===== config.mk =====
export PLATFORM = sky130hd
export DESIGN_NAME = lcd_hd44780_responder
export DESIGN_NICKNAME = d
export VERILOG_FILES = /design/src/rtl/lcd_pkg.sv /design/src/rtl/lcd_ddram.sv /design/src/rtl/lcd_hd44780_responder.sv
export SDC_FILE = /design/constraint.sdc
export NUM_CORES = 1
export LEC_CHECK = 0
export CELL_PAD_IN_SITES_DETAIL_PLACEMENT = 1
export CELL_PAD_IN_SITES_GLOBAL_PLACEMENT = 2
export CORE_UTILIZATION = 52
export DETAILED_ROUTE_END_ITERATION = 8
export GPL_ROUTABILITY_DRIVEN = 0
export HOLD_SLACK_MARGIN = 0.15
export PLACE_DENSITY = 0.84
export SYNTH_ARGS = -nofsm -noshare
export SYNTH_HDL_FRONTEND = slang
export SYNTH_HIERARCHICAL = 1
export SYNTH_SLANG_ARGS = --single-unit

===== constraint.sdc =====
create_clock -name clk -period 8.1 [get_ports clk]
set_input_delay 1.215 -clock clk [delete_from_list [all_inputs] [get_ports clk]]
set_output_delay 1.215 -clock clk [all_outputs]
set_load 0.02 [all_outputs]

===== src/rtl/lcd_pkg.sv =====
// Shared constants, opcode masks, FSM states and address-counter helpers
// for the HD44780 4-bit receive-side responder.
package lcd_pkg;

    localparam logic [6:0]  LCD_LINE1_BASE = 7'h40;
    localparam int unsigned LCD_LINE_LEN   = 40;
    localparam int unsigned LCD_DDRAM_SIZE = 80;
    localparam logic [7:0]  LCD_SPACE      = 8'h20;

    localparam logic [7:0] OP_SET_DDRAM = 8'h80;
    localparam logic [7:0] OP_SET_CGRAM = 8'h40;
    localparam logic [7:0] OP_FUNC_SET  = 8'h20;
    localparam logic [7:0] OP_SHIFT     = 8'h10;
    localparam logic [7:0] OP_DISP_CTRL = 8'h08;
    localparam logic [7:0] OP_ENTRY     = 8'h04;
    localparam logic [7:0] OP_HOME      = 8'h02;
    localparam logic [7:0] OP_CLEAR     = 8'h01;

    typedef enum logic [1:0] {ST_FILL, ST_IDLE, ST_EXEC} lcd_state_e;

    typedef enum logic [3:0] {
        INS_NOP, INS_CLEAR, INS_HOME, INS_ENTRY, INS_DISP,
        INS_SHIFT, INS_FUNC, INS_CGRAM, INS_DDRAM
    } lcd_ins_e;

    // The highest set bit of an instruction byte selects its class.
    function automatic lcd_ins_e lcd_decode(input logic [7:0] b);
        if ((b & OP_SET_DDRAM) != 8'h00) return INS_DDRAM;
        if ((b & OP_SET_CGRAM) != 8'h00) return INS_CGRAM;
        if ((b & OP_FUNC_SET)  != 8'h00) return INS_FUNC;
        if ((b & OP_SHIFT)     != 8'h00) return INS_SHIFT;
        if ((b & OP_DISP_CTRL) != 8'h00) return INS_DISP;
        if ((b & OP_ENTRY)     != 8'h00) return INS_ENTRY;
        if ((b & OP_HOME)      != 8'h00) return INS_HOME;
        if ((b & OP_CLEAR)     != 8'h00) return INS_CLEAR;
        return INS_NOP;
    endfunction

    function automatic logic [6:0] ac_to_idx(input logic [6:0] ac);
        return ac[6] ? 7'(LCD_LINE_LEN) + {1'b0, ac[5:0]} : {1'b0, ac[5:0]};
    endfunction

    function automatic logic [6:0] ac_inc(input logic [6:0] ac);
        if (ac == 7'(LCD_LINE_LEN - 1))                  return LCD_LINE1_BASE;
        if (ac == LCD_LINE1_BASE + 7'(LCD_LINE_LEN - 1)) return 7'h00;
        return ac + 7'd1;
    endfunction

    function automatic logic [6:0] ac_dec(input logic [6:0] ac);
        if (ac == 7'h00)          return LCD_LINE1_BASE + 7'(LCD_LINE_LEN - 1);
        if (ac == LCD_LINE1_BASE) return 7'(LCD_LINE_LEN - 1);
        return ac - 7'd1;
    endfunction

    // Addresses past the end of a line snap back to that line's start.
    function automatic logic [6:0] ac_clamp(input logic [6:0] ac);
        if ({1'b0, ac[5:0]} >= 7'(LCD_LINE_LEN)) return {ac[6], 6'd0};
        return ac;
    endfunction

endpackage


===== src/rtl/lcd_ddram.sv =====
// 80x8 display RAM: one write port, one registered read port (old data on
// a same-cycle read/write collision).
module lcd_ddram
    import lcd_pkg::*;
(
    input  logic       clk,
    input  logic       rst_n,
    input  logic       wr_en,
    input  logic [6:0] wr_addr,
    input  logic [7:0] wr_data,
    input  logic [6:0] rd_addr,
    output logic [7:0] rd_data
);

    logic [7:0] mem [LCD_DDRAM_SIZE];
    logic [7:0] rd_data_d, rd_data_q;

    always_ff @(posedge clk) begin
        if (wr_en && (wr_addr < 7'(LCD_DDRAM_SIZE))) begin
            mem[wr_addr] <= wr_data;
        end
    end

    always_comb begin
        rd_data_d = 8'h00;
        if (rd_addr < 7'(LCD_DDRAM_SIZE)) begin
            rd_data_d = mem[rd_addr];
        end
    end

    always_ff @(posedge clk or negedge rst_n) begin
        if (!rst_n) rd_data_q <= 8'h00;
        else        rd_data_q <= rd_data_d;
    end

    assign rd_data = rd_data_q;

endmodule


===== src/rtl/lcd_hd44780_responder.sv =====
// Receive-side HD44780 model: samples the controller's pins, rebuilds bytes
// from nibbles, executes instructions and data writes, emulates busy timing.
module lcd_hd44780_responder
    import lcd_pkg::*;
#(
    parameter int unsigned BUSY_SHORT = 1000,
    parameter int unsigned BUSY_LONG  = 41000
) (
    input  logic       clk,
    input  logic       rst_n,
    input  logic [3:0] lcd_data,
    input  logic       lcd_rs,
    input  logic       lcd_rw,
    input  logic       lcd_e,
    input  logic [6:0] rd_addr,
    output logic [7:0] rd_data,
    output logic       cmd_valid,
    output logic [7:0] cmd_byte,
    output logic       cmd_rs,
    output logic       busy,
    output logic       timing_err,
    output logic       four_bit_mode,
    output logic       two_line,
    output logic       display_on,
    output logic       cursor_on,
    output logic       blink_on,
    output logic [6:0] cursor_idx
);

    localparam int unsigned CNT_W = $clog2(BUSY_LONG + 1);

    // {rs, rw, data[3:0]}
    logic [5:0] pin_s1_q, pin_s1_d, pin_s2_q, pin_s2_d;
    logic [2:0] e_q, e_d;
    logic       strobe;
    logic       stb_q, stb_d, stb_rs_q, stb_rs_d;
    logic [3:0] stb_nib_q, stb_nib_d, hi_nib_q, hi_nib_d;
    logic       phase_hi_q, phase_hi_d;
    logic       cmd_valid_q, cmd_valid_d, cmd_rs_q, cmd_rs_d;
    logic [7:0] cmd_byte_q, cmd_byte_d;

    lcd_state_e state_q, state_d;
    logic [6:0] fill_idx_q, fill_idx_d, ac_q, ac_d;
    logic       id_q, id_d, cgram_q, cgram_d;
    logic       four_bit_q, four_bit_d, two_line_q, two_line_d;
    logic       disp_q, disp_d, cur_q, cur_d, blink_q, blink_d;
    logic       terr_q, terr_d;
    logic       pend_v_q, pend_v_d, pend_rs_q, pend_rs_d, ex_rs_q, ex_rs_d;
    logic [7:0] pend_byte_q, pend_byte_d, ex_byte_q, ex_byte_d;
    logic [CNT_W-1:0] busy_cnt_q, busy_cnt_d;

    logic       enter_4bit;
    logic       wr_en;
    logic [6:0] wr_addr;
    logic [7:0] wr_data;

    // Falling E seen between the second and third synchronizer stages.
    assign strobe = ~e_q[1] & e_q[2] & ~pin_s2_q[4];
    assign busy   = (state_q == ST_FILL) || (busy_cnt_q != '0);

    always_comb begin
        pin_s1_d    = {lcd_rs, lcd_rw, lcd_data};
        pin_s2_d    = pin_s1_q;
        e_d         = {e_q[1:0], lcd_e};
        stb_d       = strobe;
        stb_rs_d    = pin_s2_q[5];
        stb_nib_d   = pin_s2_q[3:0];
        hi_nib_d    = hi_nib_q;
        phase_hi_d  = phase_hi_q;
        cmd_valid_d = 1'b0;
        cmd_byte_d  = cmd_byte_q;
        cmd_rs_d    = cmd_rs_q;
        if (stb_q) begin
            if (!four_bit_q) begin
                cmd_valid_d = 1'b1;
                cmd_byte_d  = {stb_nib_q, 4'h0};
                cmd_rs_d    = stb_rs_q;
            end else if (phase_hi_q) begin
                hi_nib_d   = stb_nib_q;
                phase_hi_d = 1'b0;
            end else begin
                cmd_valid_d = 1'b1;
                cmd_byte_d  = {hi_nib_q, stb_nib_q};
                cmd_rs_d    = stb_rs_q;
                phase_hi_d  = 1'b1;
            end
        end
        if (enter_4bit) phase_hi_d = 1'b1;
    end

    always_comb begin
        state_d     = state_q;
        fill_idx_d  = fill_idx_q;
        ac_d        = ac_q;
        id_d        = id_q;
        cgram_d     = cgram_q;
        four_bit_d  = four_bit_q;
        two_line_d  = two_line_q;
        disp_d      = disp_q;
        cur_d       = cur_q;
        blink_d     = blink_q;
        terr_d      = terr_q;
        pend_v_d    = pend_v_q;
        pend_byte_d = pend_byte_q;
        pend_rs_d   = pend_rs_q;
        ex_byte_d   = ex_byte_q;
        ex_rs_d     = ex_rs_q;
        enter_4bit  = 1'b0;
        wr_en       = 1'b0;
        wr_addr     = fill_idx_q;
        wr_data     = LCD_SPACE;
        busy_cnt_d  = (busy_cnt_q != '0) ? busy_cnt_q - 1'b1 : busy_cnt_q;

        if (strobe && busy) terr_d = 1'b1;
        // Bytes finishing outside IDLE park in the one-entry pending slot.
        if (cmd_valid_q && (state_q != ST_IDLE)) begin
            if (pend_v_q) terr_d = 1'b1;
            pend_v_d    = 1'b1;
            pend_byte_d = cmd_byte_q;
            pend_rs_d   = cmd_rs_q;
        end

        unique case (state_q)
            ST_FILL: begin
                wr_en      = 1'b1;
                fill_idx_d = fill_idx_q + 7'd1;
                if (fill_idx_q == 7'(LCD_DDRAM_SIZE - 1)) begin
                    fill_idx_d = 7'd0;
                    state_d    = ST_IDLE;
                end
            end
            ST_IDLE: begin
                if (pend_v_q) begin
                    state_d   = ST_EXEC;
                    ex_byte_d = pend_byte_q;
                    ex_rs_d   = pend_rs_q;
                    pend_v_d  = cmd_valid_q;
                    if (cmd_valid_q) begin
                        pend_byte_d = cmd_byte_q;
                        pend_rs_d   = cmd_rs_q;
                    end
                end else if (cmd_valid_q) begin
                    state_d   = ST_EXEC;
                    ex_byte_d = cmd_byte_q;
                    ex_rs_d   = cmd_rs_q;
                end
            end
            ST_EXEC: begin
                state_d    = ST_IDLE;
                busy_cnt_d = CNT_W'(BUSY_SHORT);
                if (ex_rs_q) begin
                    if (!cgram_q) begin
                        wr_en   = 1'b1;
                        wr_addr = ac_to_idx(ac_q);
                        wr_data = ex_byte_q;
                        ac_d    = id_q ? ac_inc(ac_q) : ac_dec(ac_q);
                    end
                end else begin
                    case (lcd_decode(ex_byte_q))
                        INS_DDRAM: begin
                            ac_d    = ac_clamp(ex_byte_q[6:0]);
                            cgram_d = 1'b0;
                        end
                        INS_CGRAM: cgram_d = 1'b1;
                        INS_FUNC: begin
                            two_line_d = ex_byte_q[3];
                            if (!ex_byte_q[4] && !four_bit_q) begin
                                four_bit_d = 1'b1;
                                enter_4bit = 1'b1;
                            end
                        end
                        INS_SHIFT: begin
                            if (!ex_byte_q[3]) ac_d = ex_byte_q[2] ? ac_inc(ac_q) : ac_dec(ac_q);
                        end
                        INS_DISP: begin
                            disp_d  = ex_byte_q[2];
                            cur_d   = ex_byte_q[1];
                            blink_d = ex_byte_q[0];
                        end
                        INS_ENTRY: id_d = ex_byte_q[1];
                        INS_HOME: begin
                            ac_d       = 7'h00;
                            cgram_d    = 1'b0;
                            busy_cnt_d = CNT_W'(BUSY_LONG);
                        end
                        INS_CLEAR: begin
                            ac_d       = 7'h00;
                            id_d       = 1'b1;
                            cgram_d    = 1'b0;
                            busy_cnt_d = CNT_W'(BUSY_LONG);
                            state_d    = ST_FILL;
                        end
                        default: ;
                    endcase
                end
            end
            default: state_d = ST_FILL;
        endcase
    end

    always_ff @(posedge clk or negedge rst_n) begin
        if (!rst_n) begin
            pin_s1_q    <= '0;
            pin_s2_q    <= '0;
            e_q         <= '0;
            stb_q       <= 1'b0;
            stb_rs_q    <= 1'b0;
            stb_nib_q   <= '0;
            hi_nib_q    <= '0;
            phase_hi_q  <= 1'b1;
            cmd_valid_q <= 1'b0;
            cmd_byte_q  <= '0;
            cmd_rs_q    <= 1'b0;
            state_q     <= ST_FILL;
            fill_idx_q  <= '0;
            ac_q        <= '0;
            id_q        <= 1'b1;
            cgram_q     <= 1'b0;
            four_bit_q  <= 1'b0;
            two_line_q  <= 1'b0;
            disp_q      <= 1'b0;
            cur_q       <= 1'b0;
            blink_q     <= 1'b0;
            terr_q      <= 1'b0;
            pend_v_q    <= 1'b0;
            pend_byte_q <= '0;
            pend_rs_q   <= 1'b0;
            ex_byte_q   <= '0;
            ex_rs_q     <= 1'b0;
            busy_cnt_q  <= '0;
        end else begin
            pin_s1_q    <= pin_s1_d;
            pin_s2_q    <= pin_s2_d;
            e_q         <= e_d;
            stb_q       <= stb_d;
            stb_rs_q    <= stb_rs_d;
            stb_nib_q   <= stb_nib_d;
            hi_nib_q    <= hi_nib_d;
            phase_hi_q  <= phase_hi_d;
            cmd_valid_q <= cmd_valid_d;
            cmd_byte_q  <= cmd_byte_d;
            cmd_rs_q    <= cmd_rs_d;
            state_q     <= state_d;
            fill_idx_q  <= fill_idx_d;
            ac_q        <= ac_d;
            id_q        <= id_d;
            cgram_q     <= cgram_d;
            four_bit_q  <= four_bit_d;
            two_line_q  <= two_line_d;
            disp_q      <= disp_d;
            cur_q       <= cur_d;
            blink_q     <= blink_d;
            terr_q      <= terr_d;
            pend_v_q    <= pend_v_d;
            pend_byte_q <= pend_byte_d;
            pend_rs_q   <= pend_rs_d;
            ex_byte_q   <= ex_byte_d;
            ex_rs_q     <= ex_rs_d;
            busy_cnt_q  <= busy_cnt_d;
        end
    end

    lcd_ddram u_ddram (
        .clk     (clk),
        .rst_n   (rst_n),
        .wr_en   (wr_en),
        .wr_addr (wr_addr),
        .wr_data (wr_data),
        .rd_addr (rd_addr),
        .rd_data (rd_data)
    );

    assign cmd_valid     = cmd_valid_q;
    assign cmd_byte      = cmd_byte_q;
    assign cmd_rs        = cmd_rs_q;
    assign timing_err    = terr_q;
    assign four_bit_mode = four_bit_q;
    assign two_line      = two_line_q;
    assign display_on    = disp_q;
    assign cursor_on     = cur_q;
    assign blink_on      = blink_q;
    assign cursor_idx    = ac_to_idx(ac_q);

endmodule


==> reports/results.tsv <==
stage	metric	value	unit
floorplanning	DIE HEIGHT	242	um
logic_synthesis	dominant synthesized flop cell	edfxtp_1	
sta	Max Clk Rate	202	MHz
detailed_routing	iteration-0 DRC count of the detailed router	1466	
setup_path	CP Cell Sequence	nand2b_1 > nor2_1 > o21ai_0 > o21ai_0 > nand2_1 > nor2_1 > nand3b_1 > nor2_1	
global_route	gr ovfl total	0	
clock_network	setup bufs post-CTS	0	
setup_path	Worst Path Class, Setup	flop to flop	
detailed_routing	Detailed Routing Iterations Pass 1	5	
detailed_routing	drt drc	0	
detailed_routing	routed vias	15700	
logic_synthesis	post-synth top area cell	edfxtp_1	
floorplanning	row count	87	
setup_path	crit path DAT	5190	ps
sta	period utilisation layout	0.610	
sta	Setup violations, final	0	
final_layout	Layout area overhead	12.3	%
power	maximum VDD drop	0.000151	V
final_layout	commonest non-fill, non-tap cell in the layout	edfxtp_1	
floorplanning	Starting Density	0.528	
final_layout	nets	1717	
power	Power Density	235	nW/um^2
logic_synthesis	yosys warns	6	
setup_path	Worst Setup End Kind	flop	
final_layout	share of layout cells above drive strength 1	0.212	
logic_synthesis	Syn Inst Count	1633	
setup_path	worst endpoint required time	8340	ps
detailed_routing	total wire length	72700	um
detailed_routing	via/cell ratio	6.24	
global_route	number of global-route vias before repair	16700	
logic_synthesis	register area share after synthesis	0.730	
sta	TNS Setup	0	ps
logic_synthesis	Unique masters post-synth	66	
global_route	first-pass GRT wire length	110000	um
logic_synthesis	Synth top area share	0.643	
clock_network	TritonCTS Sinks	743	
global_route	total global routing track utilization	0.254	
sta	Slew @ Worst Pin	1110	ps
placement	IO buf count	47	
setup_path	Critical Path Start Type	flop	
clock_network	CTS tree	done	
logic_synthesis	Post-Syn Area	29900	um^2
run_status	status	finished, final reports clean	
job	max_cap viols	0	
logic_synthesis	FF+latch count, synth	743	
logic_synthesis	fraction of registers with async set/reset	0.139	
global_route	antenna violations before repair	0	
logic_synthesis	syn nets	1656	
setup_path	cell mode on critical path	nor2_1	
clock_network	Post-CTS Hold Fix Bufs	0	
setup_path	crit-path max cell delay	990	ps
setup_path	slowest CP cell	nor2_1	
sta	RSZ-0062 raised after global routing	false	
floorplanning	DIE AREA	58400	um^2
detailed_routing	Antenna Nets Post-Route	0	
power	Pleak	9.66	nW
floorplanning	die width	242	um
placement	Post-DP HPWL	43800	um
logic_synthesis	top area cells in the synthesized netlist	edfxtp_1, mux4_2, dfrtp_1	
setup_path	reg2reg setup slack	3160	ps
sta	Hold Vio Cnt, Final	0	
floorplanning	Core Footprint	56600	um^2
final_layout	Filler Cell Count	4932	
sta	Final Max Tran Viols	0	
clock_network	TritonCTS Buffers	78	
sta	Final Critical Period	4940	ps
detailed_routing	WL per Instance	28.9	um
hold_path	Tightest Hold Check Type	flop to flop	
clock_network	clk slew on worst S/H paths	60	ps
clock_network	post-cts resize count	0	
final_layout	n_diodes	0	
logic_synthesis	Avg Synthesized Cell Area	18.3	um^2
clock_network	CTS max path bufs	3	
setup_path	CP Max Fanout	22	
final_layout	most frequent cells in the layout	edfxtp_1, mux4_2, nor2_1	
clock_network	Clk Latency, worst-skew pair	620	ps
floorplanning	# IOs	48	
sta	Slew HR	0.254	
clock_network	H-tree depth	3	
global_route	largest net degree at the start of global routing	81	
power	PnR Total Power	7.87	mW
clock_network	Root Buffer	clkbuf_16	
logic_synthesis	number of synthesized flops with an enable pin	640	
sta	Clock Skews	22.4	ps
setup_path	Crit path max-delay family	simple AND/OR/NAND/NOR gates	
setup_path	Bufs and invs on worst path	0	
-- synthesized netlist by cell type, types with 5 or more instances --
master / instances
a22o_1: 13
nor4_1: 7
nor3_1: 32
edfxtp_1: 640
mux4_2: 152
buf_4: 8
xnor2_1: 19
nand3_1: 10
clkbuf_1: 45
buf_2: 15
and2_1: 7
nor2_1: 143
nand2b_1: 17
a22oi_1: 27
a31oi_1: 5
dfrtp_1: 101
nor3b_1: 5
o22ai_1: 21
nand4_1: 11
ha_1: 7
inv_1: 13
nor2b_1: 12
a21oi_1: 32
o21ai_0: 24
nand3b_1: 6
nand2_1: 64
or3_1: 5
a2111oi_0: 9
mux2i_1: 46
mux2_2: 63
buf_6: 8
xor2_1: 9
buf_1: 7
-- cells by family (layout without fill, tap and decap cells) --
family / count (synthesis) / in the layout / share of synthesized area
AOI/OAI and AO/OA: 154 / 154 / 0.0346
xor gates and xnor gates: 28 / 28 / 0.00821
adders and majority gates: 8 / 8 / 0.00327
buffers and inverters: 98 / 223 / 0.0160
DFF: 743 / 743 / 0.730
muxes: 261 / 261 / 0.154
and+or+nand+nor: 341 / 341 / 0.0547
-- worst register-to-register path, delay by kind of cell (launching register included) --
kind	cells	cell delay (ps)
AO/OA/AOI/OAI	2	710
flip-flops	1	780
AND/OR/NAND/NOR	6	3100
-- path summary, 6_finish.rpt --
| check | end | from | cells past startpoint |
|---|---|---|---|
| min reg2reg | stb_nib_q[0] | pin_s2_q[0] | 0 |
| max in group asynchronous | stb_nib_q[3] | rst_n | 2 |
| max reg2reg | u_ddram/mem[34][2] | ex_rs_q | 8 |
| max | u_ddram/mem[34][2] | ex_rs_q | 8 |
| min | stb_nib_q[0] | pin_s2_q[0] | 0 |
| min in group asynchronous | busy_cnt_q[0] | rst_n | 1 |
-- state kept, by name, summed over array words and instances (netlist names), 2 cells and up, named ones only --
signal           flops
ac_q                 7
u_ddram/mem        640
cmd_byte             8
pin_s2_q             6
stb_nib_q            4
busy_cnt_q          16
fill_idx_q           7
ex_byte_q            8
pin_s1_q             6
u_ddram/rd_data      8
e_q                  3
state_q              2
hi_nib_q             4
-- routing by layer --
metal	share of wire	vias up	track usage
met5	0	-	0
met4	0.023	0	0.0786
met3	0.064	106	0.0355
met2	0.50	590	0.421
met1	0.41	8345	0.353
li1	-	6634	-
-- stage by stage --
stage	setup slack, ps	cell area [um^2]	hold slack, ps	util	instances
6_report	3160	33500	347	0.593	2514
5_1_grt	2810	33500	354	0.593	2514
4_1_cts	3230	33500	348	0.593	2514
3_5_place_dp	3270	31000	336	0.548	2370
3_3_place_gp	3450	31000	333	0.548	2370
2_1_floorplan	3400	29900	331	-	1633
-- final cells by class --
cell class / instances / area [um^2] / share of cell area
clock buffers: 107 / 2140 / 0.0639
clock inverters: 37 / 383 / 0.0114
inverters: 14 / 52.6 / 0.00157
multi-input cells: 792 / 7620 / 0.227
flip-flops and latches: 743 / 21800 / 0.650
well taps: 756 / 946 / 0.0282
repair buffers: 65 / 598 / 0.0178
-- power breakdown --
part / total, mW / leakage, nW / switching, mW / internal, mW
Sequential: 4.14 / 5.86 / 0.0151 / 4.12
Clock: 3.53 / 1.25 / 1.45 / 2.09
Combinational: 0.196 / 2.55 / 0.117 / 0.0783
Total: 7.87 / 9.66 / 1.58 / 6.29
(Power assumes the default switching activity.)
